`config.mk`:
```
export PLATFORM = sky130hd
export DESIGN_NAME = ysyx_22051013_lsu_seq
export DESIGN_NICKNAME = d
export VERILOG_FILES = /design/src/rtl/ysyx_22051013_lsu_seq.sv
export SDC_FILE = /design/constraint.sdc
export NUM_CORES = 1
export LEC_CHECK = 0
export CAP_MARGIN = 10
export CORE_ASPECT_RATIO = 1.25
export CORE_MARGIN = 5
export CORE_UTILIZATION = 35
export CTS_CLUSTER_SIZE = 28
export DETAILED_ROUTE_END_ITERATION = 12
export SETUP_SLACK_MARGIN = 0.15
export SYNTH_ARGS = -nofsm -noshare
export SYNTH_HDL_FRONTEND = slang
export SYNTH_SLANG_ARGS = --single-unit
```
`constraint.sdc`:
```
create_clock -name clk -period 10.7 [get_ports clk]
set_clock_uncertainty 0.05 [all_clocks]
set_input_delay 2.675 -clock clk [delete_from_list [all_inputs] [get_ports clk]]
set_output_delay 2.675 -clock clk [all_outputs]
set_load 0.01 [all_outputs]
```
`src/rtl/ysyx_22051013_lsu_seq.sv`:
```
// ysyx_22051013_lsu_seq: multi-cycle load/store unit with valid/ready bus and writeback ports
module ysyx_22051013_lsu_seq #(
  parameter int DATA_W  = 64,
  parameter int ADDR_W  = 64,
  parameter int TIMEOUT = 255,
  parameter int CNT_W   = 8
) (
  input  logic                clk,
  input  logic                rst,
  input  logic                in_valid,
  output logic                in_ready,
  input  logic [3:0]          ls_ctl,
  input  logic [ADDR_W-1:0]   alu_res,
  input  logic [DATA_W-1:0]   store_data,
  output logic                mem_req_valid,
  input  logic                mem_req_ready,
  output logic [ADDR_W-1:0]   mem_req_addr,
  output logic                mem_req_we,
  output logic [DATA_W-1:0]   mem_req_wdata,
  output logic [DATA_W/8-1:0] mem_req_wstrb,
  input  logic                mem_resp_valid,
  input  logic [DATA_W-1:0]   mem_resp_rdata,
  output logic                out_valid,
  input  logic                out_ready,
  output logic [DATA_W-1:0]   ls_data_o,
  output logic [1:0]          fault_o
);
  localparam int BEAT = DATA_W / 8;
  localparam int OW = $clog2(BEAT);
  localparam int SW = $clog2(DATA_W);
  typedef enum logic [1:0] {IDLE, REQ, RESP, DONE} state_t;
  state_t state_q, state_d;
  logic [3:0] ctl_q, ctl_d;
  logic [ADDR_W-1:0] addr_q, addr_d;
  logic [DATA_W-1:0] sdata_q, sdata_d, res_q, res_d;
  logic [1:0] fault_q, fault_d;
  logic [CNT_W-1:0] cnt_q, cnt_d;
  logic [1:0] sz;
  logic [OW-1:0] off;
  logic [BEAT-1:0] base, strb;
  logic [DATA_W-1:0] wshift, wdata, lane, tmp, ld_val;
  logic [SW-1:0] sh;
  logic is_req;
  function automatic logic [1:0] size_of(input logic [3:0] c);
    return c[3] ? (c[2:0] == 3'd4 ? 2'd3 : c[1:0] - 2'd1) : (c[2] ? {1'b1, c[0]} : c[1:0] - 2'd1);
  endfunction
  function automatic logic legal(input logic [3:0] c);
    return c[3] ? (c[2:0] != 3'd0 && !(DATA_W == 32 && (c[2:0] == 3'd4 || c[2:0] == 3'd7)))
                : (c == 4'd1 || c == 4'd2 || c == 4'd4 || (c == 4'd5 && DATA_W == 64));
  endfunction
  function automatic logic misaligned(input logic [3:0] c, input logic [2:0] a);
    return |(a & 3'((4'd1 << size_of(c)) - 4'd1));
  endfunction
  assign sz = size_of(ctl_q);
  assign off = addr_q[OW-1:0];
  assign base = ~({BEAT{1'b1}} << (4'd1 << sz));
  assign strb = ctl_q[3] ? '0 : base << off;
  assign wshift = sdata_q << {off, 3'b000};
  for (genvar i = 0; i < BEAT; i++) begin : g_lane
    assign wdata[8*i +: 8] = strb[i] ? wshift[8*i +: 8] : 8'd0;
  end
  assign lane = mem_resp_rdata >> {off, 3'b000};
  assign sh = SW'(DATA_W) - (SW'(8) << sz);
  assign tmp = lane << sh;
  assign ld_val = ctl_q[2:0] >= 3'd5 ? tmp >> sh : $unsigned($signed(tmp) >>> sh);
  assign is_req = state_q == REQ;
  assign in_ready = state_q == IDLE;
  assign out_valid = state_q == DONE;
  assign mem_req_valid = is_req;
  assign mem_req_addr = is_req ? {addr_q[ADDR_W-1:OW], {OW{1'b0}}} : '0;
  assign mem_req_we = is_req & ~ctl_q[3];
  assign mem_req_wdata = is_req ? wdata : '0;
  assign mem_req_wstrb = is_req ? strb : '0;
  assign ls_data_o = res_q;
  assign fault_o = fault_q;
  always_comb begin
    state_d = state_q;
    ctl_d = ctl_q;
    addr_d = addr_q;
    sdata_d = sdata_q;
    res_d = res_q;
    fault_d = fault_q;
    cnt_d = cnt_q;
    case (state_q)
      IDLE: if (in_valid) begin
        ctl_d = ls_ctl;
        addr_d = alu_res;
        sdata_d = store_data;
        cnt_d = '0;
        res_d = ls_ctl == 4'd0 ? DATA_W'(alu_res) : '0;
        fault_d = ls_ctl == 4'd0 ? 2'b00 : !legal(ls_ctl) ? 2'b11 : misaligned(ls_ctl, alu_res[2:0]) ? 2'b01 : 2'b00;
        state_d = (ls_ctl == 4'd0 || fault_d != 2'b00) ? DONE : REQ;
      end
      REQ: begin
        cnt_d = '0;
        state_d = mem_req_ready ? RESP : REQ;
      end
      RESP: begin
        cnt_d = cnt_q + CNT_W'(1);
        if (mem_resp_valid) begin
          state_d = DONE;
          res_d = ctl_q[3] ? ld_val : '0;
          fault_d = 2'b00;
        end else if (TIMEOUT != 0 && cnt_d == CNT_W'(TIMEOUT)) begin
          state_d = DONE;
          res_d = '0;
          fault_d = 2'b10;
        end
      end
      default: state_d = out_ready ? IDLE : DONE;
    endcase
  end
  always_ff @(posedge clk or posedge rst) begin
    if (rst) begin
      state_q <= IDLE;
      ctl_q <= '0;
      addr_q <= '0;
      sdata_q <= '0;
      res_q <= '0;
      fault_q <= '0;
      cnt_q <= '0;
    end else begin
      state_q <= state_d;
      ctl_q <= ctl_d;
      addr_q <= addr_d;
      sdata_q <= sdata_d;
      res_q <= res_d;
      fault_q <= fault_d;
      cnt_q <= cnt_d;
    end
  end
endmodule

```
# Yosys cells after proc, flatten, opt, wreduce, memory -nomap -nowiden
# Cells that the tools add are included.
[totals]
out_inout_bits = 206
register_bits = 208
wordCells = 96
input_bits = 202
[classes]
n_reduce_logical = 15
n_eq_ne = 12
addsub = 5
n_lt_le_gt_ge = 1
shifts = 10
n_mux = 42
n_bitwise = 4
[ops]
columns = ["operator", "n"]
rows = [
  ["2-to-1 mux 64 bit", 8],
  ["one-hot mux 64 bit (2 select lines)", 1],
  ["left shift 64 x 6 -> 64 bit", 2],
  ["right shift 64 x 6 -> 64 bit", 2],
  ["2-to-1 mux 8 bit", 11],
  [">>> shifter 64 x 6 -> 64 bit", 1],
  ["2-to-1 mux 2 bit", 17],
  ["one-hot mux 8 bit (3 select lines)", 1],
  ["adder 8 x 1 -> 8 bit, second input constant", 1],
  ["equality test 4 x 3 -> 1 bit, second input constant", 2],
  ["equality test 8 bit, second input constant", 1],
  ["NOT 8 bit", 1],
  ["left shift 8 x 3 -> 8 bit", 1],
  ["left shift 8 x 4 -> 8 bit, first input constant", 1],
  ["equality test 3 bit, second input constant", 2],
  ["one-hot mux 2 bit (3 select lines)", 1],
  ["AND reduction 2 bit", 3],
  ["nonzero test 3 bit", 2],
  ["left shift 4 x 2 -> 6 bit, first input constant", 1],
  ["subtractor 1 x 6 -> 6 bit, first input constant", 1],
  ["equality test 2 bit, second input constant", 2],
  ["equality test 4 x 1 -> 1 bit, second input constant", 1],
  ["equality test 4 x 2 -> 1 bit, second input constant", 1],
  ["zero test 4 bit", 1],
  ["other kinds (18)", 24],
]

# Longest topological paths before layout
# Gate-level depths: netlist of run 1.
[depth]
word_depth = 15
mapped_depth = 11
ltp_nobuf = 9

# Worst setup path after synthesis of run 1
# OpenSTA, ideal clock, no wires.
[synth_path]
path_kind = "register to output"
startpoint = "register ctl_q[0]"
endpoint = "output port mem_req_wdata[48]"
stages_incl_launch_ff = 9
required_ns = 7.975
arrival_time_ns = 2.204
n_path_buf = 2
path_slack_ns = 5.771
cell_sequence = "dfrtp_1 > ha_1 > clkbuf_1 > nor2b_1 > mux2i_1 > clkbuf_1 > a21oi_1 > o21ai_1 > nor2_1"
[synth_via]
elab_chain_cells = 10
word_cells_on_any_way = 12
cone_classes = "add/sub (1); eq/ne (1); shift (3); mux (6); bitwise (1)"
[synth_rtl]
columns = ["item", "line_no", "rtl"]
rows = [
  ["start, declared", "33", "logic [3:0] ctl_q, ctl_d;"],
  ["start signal, assigned", "124", "ctl_q <= ctl_d;"],
  ["subtractor 2 x 1 -> 2 bit / equality test 3 bit (equally long branches)", "45", "return c[3] ? (c[2:0] == 3'd4 ? 2'd3 : c[1:0] - 2'd1) : (c[2] ? {1'b1, c[0]} : c[1:0] - 2'd1);"],
  ["2-to-1 mux 2 bit", "45", ""],
  ["2-to-1 mux 2 bit (*)", "45", ""],
  ["left shift 1 x 2 -> 4 bit (*)", "56", "assign base = ~({BEAT{1'b1}} << (4'd1 << sz));"],
  ["left shift 8 x 4 -> 8 bit (*)", "56", ""],
  ["NOT 8 bit (*)", "56", ""],
  ["left shift 8 x 3 -> 8 bit (*)", "57", "assign strb = ctl_q[3] ? '0 : base << off;"],
  ["2-to-1 mux 8 bit (*)", "57", ""],
  ["2-to-1 mux 8 bit (*)", "60", "assign wdata[8*i +: 8] = strb[i] ? wshift[8*i +: 8] : 8'd0;"],
  ["2-to-1 mux 64 bit (*)", "72", "assign mem_req_wdata = is_req ? wdata : '0;"],
  ["end, declared", "19", "output logic [DATA_W-1:0] mem_req_wdata,"],
]
# Every way passes the cells marked *; elsewhere a longest branch is shown, timed or not.

# Worst setup path in the final report of run 1
[layout_path]
startpoint = "register addr_q[1]"
endpoint = "output port mem_req_wdata[36]"
[layout_via]
elab_chain_cells = 4
word_cells_on_any_way = 5
cone_classes = "shift (2); mux (3)"
[layout_rtl]
columns = ["item", "line_no", "rtl"]
rows = [
  ["start, declared", "34", "logic [ADDR_W-1:0] addr_q, addr_d;"],
  ["start signal, assigned", "125", "addr_q <= addr_d;"],
  ["branches (longest 2 deep; another with left shift 64 x 6 -> 64 bit)", "--", ""],
  ["2-to-1 mux 8 bit (*)", "60", ""],
  ["2-to-1 mux 64 bit (*)", "72", ""],
]
# Mark *: on every way between the ends.

==> metrics.md, run 1 <==
| Metric | Value |
|---|---|
| Routed len/inst | `24.43 microns` |
| Clock group share of total power | `0.143` |
| Buffers added on ports | `404` |
| Worst EP required | `7.98 ns` |
| Synth Flop Type | `dfrtp_1` |
| Sw frac | `0.4440` |
| Reg area | `5214 sq um` |
| Io pins | `408` |
| Pleak | `7.478 nW` |
| GPL Wtd Cong | `0.8993` |
| Top cell type's share of synthesized area | `0.3837` |
| Post-CTS setup repair buffer count | `0` |
| Worst-case reg-to-reg path depth | `9` |
| Crit path from | `addr_q[1]$_DFFE_PP0P_` |
| 1st-pass router iterations | `5` |
| Die X | `186.1 microns` |
| Combinational Power Share | `0.599` |
| Global-route usage over all layers | `0.2480` |
| Post-synthesis cell type count | `62` |
| CTS buffer count | `23` |
| Final Cycle Share | `0.6614` |
| Number of H-tree levels | `1` |
| Post-synth EDFFs | `0` |
| DPL Wire Length | `41440 microns` |
| Register share of total power | `0.258` |
| Post-Syn Area | `13570 sq um` |
| Layout cells sized above 1 | `0.1449` |
| Final hold vios | `0` |
| Worst reg2reg startpoint | `addr_q[1]$_DFFE_PP0P_` |
| CORE AREA | `38240 sq um` |
| Initial Util | `0.3548` |
| Die Span Y | `230.1 microns` |
| Sum Neg Setup Slack | `0 ns` |
| Area leader, netlist | `dfrtp_1` |
| Die area | `42820 sq um` |
| Nets | `1952` |
| Detailed router's first-iteration violation count | `893` |
| Vias in the first global route | `12890` |
| Cells after synthesis | `1414` |
| Placement Rows | `80` |
| Final WL | `55210 microns` |
| Critical path endpoint category | `primary output` |
| Pint | `3.276 mW` |
| Largest net degree at the start of global routing | `84` |
| Grt total ovfl | `0` |
| Clock latency on the worst-skew pair | `0.54 ns` |
| Worst Path Arrival | `4.35 ns` |
| Cell Pwr Density | `314.9 nW/um^2` |
| CTS Root Cell | `clkbuf_16` |
| First-pass GRT wire length | `81690 microns` |
| Crit Path Max Fanout | `72` |
| Clock tree buffer depth | `3` |
| Ys async rst share | `1.000` |
| Initial antenna violation count | `10` |
| Relative max-transition margin | `0.2604` |
| Setup crit start kind | `register` |
| Critical path endpoint | `mem_req_wdata[36]` |
| Register area share after synthesis | `0.3837` |
| # DRC | `0` |
| Worst setup path category | `reg2out` |
| CTS tree | `yes` |
| CTS Hold Bufs | `0` |
| Worst slew pin tran | `1.109 ns` |
| CTS resizes | `0` |
| Post-DRT Antenna Nets | `0` |
| Avg Inst Size Synth | `9.595 sq um` |
| Final Max Slew Viols | `0` |
| Sw Pwr | `2.616 mW` |
| Peak VDD IR | `0.1437 mV` |
| Post-layout minimum cycle time | `7.077 ns` |
| Ys Warns | `0` |
| Sink Count | `208` |
| F_max | `0.1413 GHz` |
| Area of the multi-input gates | `7805 sq um` |
| Top cells by area, synth | `dfrtp_1 38%, mux2_2 12%, mux2i_1 7.5%` |
| Reg-to-reg endpoint | `ls_data_o[62]$_DFFE_PP0P_` |
| Fill count | `3542` |
| Unrepaired setup endpoints after global routing | `no` |
| Final setup viols | `0` |
| Status | `finished clean` |
| Synth Register Bits | `208` |
| Area Overhead vs Synth | `37.91%` |
| Worst reg2reg setup slack | `5.87 ns` |
| Hold slack | `0.4325 ns` |
| Worst min path class | `reg2reg` |
| Total number of vias | `12580` |
| Max-cap violation count | `0` |
| DR vias/cell | `5.568` |
| Clock transition at path regs | `0.07 ns` |
==> flip-flops by register name, indices dropped and copies added, names as in the netlist <==
signal / flops
ls_data_o: 64
cnt_q: 8
addr_q: 64
sdata_q: 64
fault_o: 2
ctl_q: 4
state_q: 2
==> power by group through the flow <==
stage          sequential (mW)  combinational [mW]  clock [mW]
6_report                  1.52                3.53       0.843
3_3_place_gp              1.51                3.51           0
4_1_cts                   1.52                3.52       0.862
5_1_grt                   1.57                3.80       0.892
3_5_place_dp              1.53                3.50           0
2_1_floorplan             1.42                2.25           0
==> through the flow <==
| step | setup WS (ns) | power [mW] | util | cells | instance area (sq um) |
|---|---|---|---|---|---|
| 5_1_grt | 3.368 | 6.262 | 0.4891 | 2257 | 18700 |
| 3_5_place_dp | 4.177 | 5.034 | 0.4677 | 2210 | 17880 |
| 2_1_floorplan | 2.294 | 3.670 | - | 1416 | 13570 |
| 3_3_place_gp | 4.254 | 5.020 | 0.4677 | 2210 | 17880 |
| 6_report | 3.623 | 5.893 | 0.4893 | 2260 | 18710 |
| 4_1_cts | 3.565 | 5.902 | 0.4883 | 2251 | 18670 |
==> worst max-delay path, stage by stage (launching register included) <==
cell	delay [ns]
dfrtp_4	0.82
buf_4	0.84
nor2b_1	0.53
a21oi_1	0.13
nor2_1	0.13
o21ai_1	0.36
a211oi_1	0.36
clkdlybuf4s50_1	0.60
==> metal layers <==
layer	global-route usage	vias up	part of all wire
met2	0.4263	534	0.50
met1	0.3123	6162	0.40
met4	0.07517	6	0.029
li1	-	5784	-
met5	0	-	0.00056
met3	0.05122	98	0.073
==> cells in the mapped netlist, types with 4 or more instances <==
cell type	instances
dfrtp_1	208
nor2_1	154
mux2_2	146
a21oi_1	127
mux2i_1	101
nand2_1	100
and2_1	81
o21ai_0	79
clkbuf_1	67
mux4_2	39
o22ai_1	32
buf_2	27
nor2b_1	22
inv_1	20
a211oi_1	18
buf_4	15
nor3_1	15
nand3_1	14
a22oi_1	13
a31oi_1	11
a221oi_1	9
nand2b_1	9
o21a_1	9
and3_1	7
buf_1	7
o211ai_1	7
o221ai_1	7
ha_1	6
o31ai_1	6
a21o_1	5
o22a_1	4
==> cell usage in the layout (no fill, tap or decap), drive strengths merged, types with 8 or more instances in the layout <==
cell and count:
a221oi 9, nor2b 22, inv 23, o21ai 82, clkdlybuf4s50 404, nand2 100
clkbuf 33, nand2b 9, nor2 155, mux4 39, a211oi 18, nor3 16
a31oi 11, buf 17, o22ai 32, mux2 146, diode 8, a22oi 13
nand3 14, mux2i 101, dfrtp 208, and2 81, a21oi 127, o21a 9
==> kinds of logic after synthesis <==
family | after synthesis | synth area share
AO/OA/AOI/OAI | 353 | 0.1575
XOR/XNOR | 5 | 0.003228
adder cells (fa/ha/maj) | 6 | 0.005533
buffers and inverters | 139 | 0.04620
flip-flops | 208 | 0.3837
multiplexers | 286 | 0.2604
other | 1 | 0.0002764
AND/OR/NAND/NOR | 416 | 0.1431
==> layout make-up <==
cell class / count / area share
diodes: 8 / 0.001070
clock inverters: 8 / 0.006553
well taps: 492 / 0.03290
inverters: 21 / 0.004614
repair buffers: 421 / 0.2236
clock buffers: 33 / 0.03544
flip-flops and latches: 208 / 0.2787
multi-input cells: 1069 / 0.4171
==> how the worst min path moves through the flow <==
| stage | endpoint | slack (ns) | startpoint | cells after the start |
|---|---|---|---|---|
| floorplan | addr_q[21]$_DFFE_PP0P_ | 0.42 | addr_q[21]$_DFFE_PP0P_ | 1 |
| finish | ls_data_o[27]$_DFFE_PP0P_ | 0.43 | ls_data_o[27]$_DFFE_PP0P_ | 2 |
| CTS | ls_data_o[10]$_DFFE_PP0P_ | 0.43 | ls_data_o[10]$_DFFE_PP0P_ | 2 |
| global route | addr_q[54]$_DFFE_PP0P_ | 0.46 | addr_q[54]$_DFFE_PP0P_ | 1 |
| detailed placement | ls_data_o[10]$_DFFE_PP0P_ | 0.42 | ls_data_o[10]$_DFFE_PP0P_ | 2 |
| global placement | ls_data_o[27]$_DFFE_PP0P_ | 0.41 | ls_data_o[27]$_DFFE_PP0P_ | 2 |
(Power assumes the default switching activity.)
==> inputs of run 2 (changes only) <==
clock period = 6.41 ns   (was 10.7 ns; I/O delays follow)
==> run 2 against run 1 <==
Combinational power increased by 67%. Critical path type unchanged. Via count increased by 1.4%. Non-clock buffer count increased by 3. Power increased by 67%. Worst setup slack got worse by 3.0 ns.
==> metrics.md, run 2 (same netlist as run 1, synthesis figures left out) <==
| Metric | Value |
|---|---|
| Critical path endpoint category | `primary output` |
| CTS Hold Bufs | `0` |
| Final instance area | `18740 sq um` |
| Worst setup path category | `reg2out` |
| First-pass GRT wire length | `82030 microns` |
| Vias in the first global route | `12760` |
| Status | `finished clean` |
| Clock transition at path regs | `0.06 ns` |
| Most common cell after layout, fill and taps aside | `clkdlybuf4s50_1` |
| Worst hold path depth | `2` |
| Layout cells sized above 1 | `0.1481` |
| Area Overhead vs Synth | `38.15%` |
| Global-route usage over all layers | `0.2481` |
| DP Area | `17950 sq um` |
| Initial antenna violation count | `9` |
| Sw frac | `0.4468` |
| # DRC | `0` |
| CTS buffer count | `23` |
| Final WS setup | `0.6059 ns` |
| CTS tree | `yes` |
| Final WL | `55720 microns` |
| Post-DRT Antenna Nets | `0` |
| Worst slew pin tran | `1.162 ns` |
| F_max | `0.1723 GHz` |
| Number of H-tree levels | `1` |
| Worst Path Arrival | `4.15 ns` |
| Post-layout minimum cycle time | `5.804 ns` |
| Worst EP required | `4.76 ns` |
| Final Max Slew Viols | `0` |
| Final hold vios | `0` |
| Setup crit start kind | `register` |
| Detailed router's first-iteration violation count | `875` |
| Sum Neg Setup Slack | `0 ns` |
| Max-cap violation count | `0` |
| Peak VDD IR | `0.2364 mV` |
| Worst min path class | `reg2reg` |
| Initial Util | `0.3548` |
| Routed len/inst | `24.64 microns` |
| Total number of vias | `12760` |
| Unrepaired setup endpoints after global routing | `no` |
| Register share of total power | `0.260` |
| Nets | `1955` |
| Post-Place Worst Slack | `1.203 ns` |
| Pleak | `7.494 nW` |
| Die X | `186.1 microns` |
| Final setup viols | `0` |
| Crit Path Max Fanout | `22` |
| Largest net degree at the start of global routing | `116` |
| Io pins | `408` |
| Clock group share of total power | `0.140` |
| GPL Wtd Cong | `0.9053` |
| Placement Rows | `80` |
| Commonest non-fill, non-tap cells in the layout | `404 x clkdlybuf4s50_1, 205 x dfrtp_1, 153 x nor2_1, 146 x mux2_2, 127 x a21oi_1` |
| Clock latency on the worst-skew pair | `0.52 ns` |
| DPL Wire Length | `41830 microns` |
| Post-CTS setup repair buffer count | `0` |
| CTS resizes | `0` |
| CTS Root Cell | `clkbuf_16` |
| Die Span Y | `230.1 microns` |
| Clock tree buffer depth | `3` |
| CORE AREA | `38240 sq um` |
| DR vias/cell | `5.644` |
| Buffers added on ports | `404` |
| Pint | `5.448 mW` |
| Final Cycle Share | `0.9055` |
| Sw Pwr | `4.400 mW` |
| Worst reg2reg setup slack | `2.13 ns` |
| Cell Pwr Density | `525.4 nW/um^2` |
| Die area | `42820 sq um` |
| 1st-pass router iterations | `5` |
| Worst-case reg-to-reg path depth | `7` |
| Combinational Power Share | `0.600` |
| Sink Count | `208` |
| Grt total ovfl | `0` |
| Relative max-transition margin | `0.2214` |
[run 2: final timing paths]
check | from | end
hold reg to reg | ls_data_o[7]$_DFFE_PP0P_ | ls_data_o[7]$_DFFE_PP0P_
min in group asynchronous | rst | sdata_q[32]$_DFFE_PP0P_
hold / removal | ls_data_o[7]$_DFFE_PP0P_ | ls_data_o[7]$_DFFE_PP0P_
setup reg to reg | addr_q[0]$_DFFE_PP0P_ | ls_data_o[27]$_DFFE_PP0P_
setup / recovery | ctl_q[0]$_DFFE_PP0P_ | mem_req_wdata[36]
max in group asynchronous | rst | addr_q[38]$_DFFE_PP0P_
[run 2: through the flow]
stage | power (mW) | cells | util | hold WS [ns]
CTS | 9.849 | 2254 | 0.4897 | 0.4345
floorplan | 6.127 | 1416 | - | 0.4221
global placement | 8.382 | 2214 | 0.4694 | 0.4115
finish | 9.848 | 2261 | 0.4902 | 0.4290
detailed placement | 8.425 | 2214 | 0.4694 | 0.4215
global route | 10.44 | 2258 | 0.4900 | 0.4475
[run 2: area by class of cell]
class	instances	area (sq um)
fillers	3631	19490
multi-input cells	1069	7805
flip-flops and latches	208	5214
repair buffers	424	4232
clock buffers	31	675.6
well taps	492	615.6
clock inverters	9	101.3
inverters	21	82.58
diodes	7	17.52
[run 2: worst max-delay path, stage by stage (launching register included)]
cell and delay [ns]:
dfrtp_1 0.87, ha_1 0.49, inv_1 0.16, nand2_1 0.34
nand2_1 0.22, a21oi_1 0.09, o21ai_1 0.77, a211oi_1 0.15
clkdlybuf4s50_1 0.54
[run 2: metal layers]
metal | global-route usage | wire [microns] | vias to the layer above
li1 | - | - | 5798
met1 | 0.3148 | 22220 | 6334
met2 | 0.4295 | 27860 | 541
met3 | 0.05058 | 4093 | 83
met4 | 0.06515 | 1500 | 6
met5 | 0 | 47 | -
[run 2: power by group through the flow]
stage	registers [mW]	clock network [mW]	logic, mW
floorplan	2.37	0	3.76
global placement	2.54	0	5.84
detailed placement	2.58	0	5.85
CTS	2.56	1.41	5.88
global route	2.65	1.47	6.32
finish	2.56	1.38	5.90
==> inputs of run 3 (changes only) <==
TNS_END_PERCENT = 5   (was default)
==> results of run 3 <==
Final layout, timing and power as in run 2 (identical DEF).
==> edit, RTL diff (config.mk and constraints of run 2) <==
Encoding of `state_t`: now one-hot (4 bits for 4 states).
--- a/src/rtl/ysyx_22051013_lsu_seq.sv
+++ b/src/rtl/ysyx_22051013_lsu_seq.sv
@@ -28,7 +28,7 @@
   localparam int BEAT = DATA_W / 8;
   localparam int OW = $clog2(BEAT);
   localparam int SW = $clog2(DATA_W);
-  typedef enum logic [1:0] {IDLE, REQ, RESP, DONE} state_t;
+  typedef enum logic [3:0] {IDLE = 4'b0001, REQ = 4'b0010, RESP = 4'b0100, DONE = 4'b1000} state_t;
   state_t state_q, state_d;
   logic [3:0] ctl_q, ctl_d;
   logic [ADDR_W-1:0] addr_q, addr_d;
Function: same outputs for any inputs over 4 cycles, from zero or initial values and one cycle with rst high; so few cycles prove little.
==> edit against run 2 <==
  * Setup slack gained 0.028 ns
  * Sequential share of layout area shrank 0.40 points
  * Register-to-register slack improved by 0.52 ns
  * Non-clock buffer count rose by 11
  * Wire length rose by 4.8%
  * Final area up 2.5%
  * First-iteration DRC count grew 31%
  * Synthesized area rose by 2.4%
  * Total power fell by 12%
  * Clock power grew 11%
  * Sequential cell count rose by 2
  * Sequential power grew 2%
==> edit: results (changes against run 2) <==
sequential element share of the synthesized area 37.82% (-0.54 points); Internal Power 4.947 mW (-9.2%); Max IR drop VDD 0.2142 mV (-9.4%); Reg-to-Reg End ls_data_o[45]; Slew headroom 29.65% (+7.5 points); Pre-antenna DRT Iters 5 (unchanged); drt initial violations 1145 (+31%); synth top area cells dfrtp_1 (38%), mux2_2 (12%), mux4_2 (7.0%); Top Layer Used met5; Worst Hold Endpoint cnt_q[7]; Setup violations, final 0 (unchanged); global-route wire length before repair 86990 microns (+6.0%); worst reg2reg startpoint addr_q[1]; synth unique cells 71 (+15%); Vias 13.08k (+2.5%); vias in the first global route 13.50k (+5.8%); Placer Congestion 0.9526 (+5.2%); post-DP HPWL 44450 microns (+6.3%); IO Port Bufs 404 (unchanged); R2R setup slack 2.65 ns (+0.52 ns); Ys Warns 0 (unchanged); metal2 WL 28110 microns (+0.87%); arrival time at the worst endpoint 4.12 ns (-0.03 ns); clock slew at reported path FFs 0.06 ns (about the same); P_leak 7.663 nW (+2.3%); H-tree depth 1 (unchanged); total CTS buffers 24 (+4.3%); fin nets 1983 (+1.4%); cts hold-fix bufs 0 (unchanged); Routed WL 58370 microns (+4.8%); status finished clean; setup bufs post-CTS 0 (unchanged); Setup crit start ctl_q[0]; Hold Crit Start cnt_q[7]; total track usage 25.66% (+0.84 points); wire length on met1 22760 microns (+2.4%); worst r2r path cells 7 (unchanged); latest clock arrival within the worst-skew pair 0.54 ns (+0.02 ns); initial antenna violation count 10 (+1); pin count of the biggest net entering global routing 126 (+8.6%); asr flop ratio synth 100.0% (unchanged); share of layout cells above drive strength 1 15.90% (+1.1 points); routed length on met3 4988 microns (+22%); maximum fanout along the worst path 13 (-41%); synth cell count leaders dfrtp_1 (209), mux2_2 (146), nor2_1 (140), a21oi_1 (113), nand2_1 (111); Root Driver clkbuf_16; Max Root-Sink Buffers 3 (unchanged); hold path depth 1 (-1); class of the tightest hold or removal check register to register; post-CTS sizing 0 (unchanged)
## edit: cell type report
cell class              instances  area [sq um]
well taps                     498         623.1
inverters                      22         86.33
repair buffers                435          4302
diodes                          9         22.52
fillers                      3677         20010
multi-input cells            1081          8038
clock buffers                  35         723.2
clock inverters                 9         151.4
flip-flops and latches        210          5268
## edit: worst max-delay path by stage
| stage | to | slack, ns | cells past startpoint |
|---|---|---|---|
| finish | mem_req_wdata[49] | 0.63 | 9 |
| global route | mem_req_wdata[49] | 0.40 | 9 |
| CTS | mem_req_wdata[49] | 0.63 | 9 |
| detailed placement | mem_req_wdata[49] | 1.21 | 9 |
| global placement | mem_req_wdata[49] | 1.43 | 9 |
| floorplan | addr_q[0] | 2.03 | 1 |
## edit: logic make-up after synthesis
family,Yosys count,synth area share (%)
simple gates,445,15.49
compound gates,342,15.71
mux,283,25.57
flops,210,37.82
buf+inv,144,4.691
fa+ha+maj,7,0.6302
other cells,1,0.02698
xor+xnor,1,0.06303
## edit: worst max-delay path, cell delays in order, from the launching register on
cell,delay [ns]
dfrtp_1,0.60
clkinv_1,0.35
ha_1,0.49
and2_1,0.22
o21ai_1,0.35
nand3_1,0.14
o31ai_1,0.11
nand3_1,0.48
nor2_1,0.24
clkdlybuf4s50_1,0.60
## edit: routing by layer
metal / global-route usage (%) / vias up
li1: - / 5925
met1: 31.07 / 6426
met2: 43.51 / 606
met3: 6.783 / 116
met4: 10.42 / 6
met5: 0 / -
## edit: power groups by stage
stage	sequential, mW	clock [mW]	combinational (mW)
global placement	2.60	0	4.52
floorplan	2.29	0	3.08
finish	2.61	1.53	4.57
detailed placement	2.64	0	4.52
CTS	2.61	1.56	4.55
global route	2.69	1.61	4.90
## edit: stage by stage
step	total power, mW	setup slack (ns)	cell area [sq um]	instances	hold slack [ns]
after global routing	9.201	0.3991	19200	2294	0.4526
after global placement	7.116	1.433	18320	2246	0.4198
final	8.712	0.6336	19210	2299	0.4362
after detailed placement	7.162	1.214	18320	2246	0.4298
after floorplan	5.377	2.030	13910	1435	0.3936
after CTS	8.716	0.6312	19190	2290	0.4377
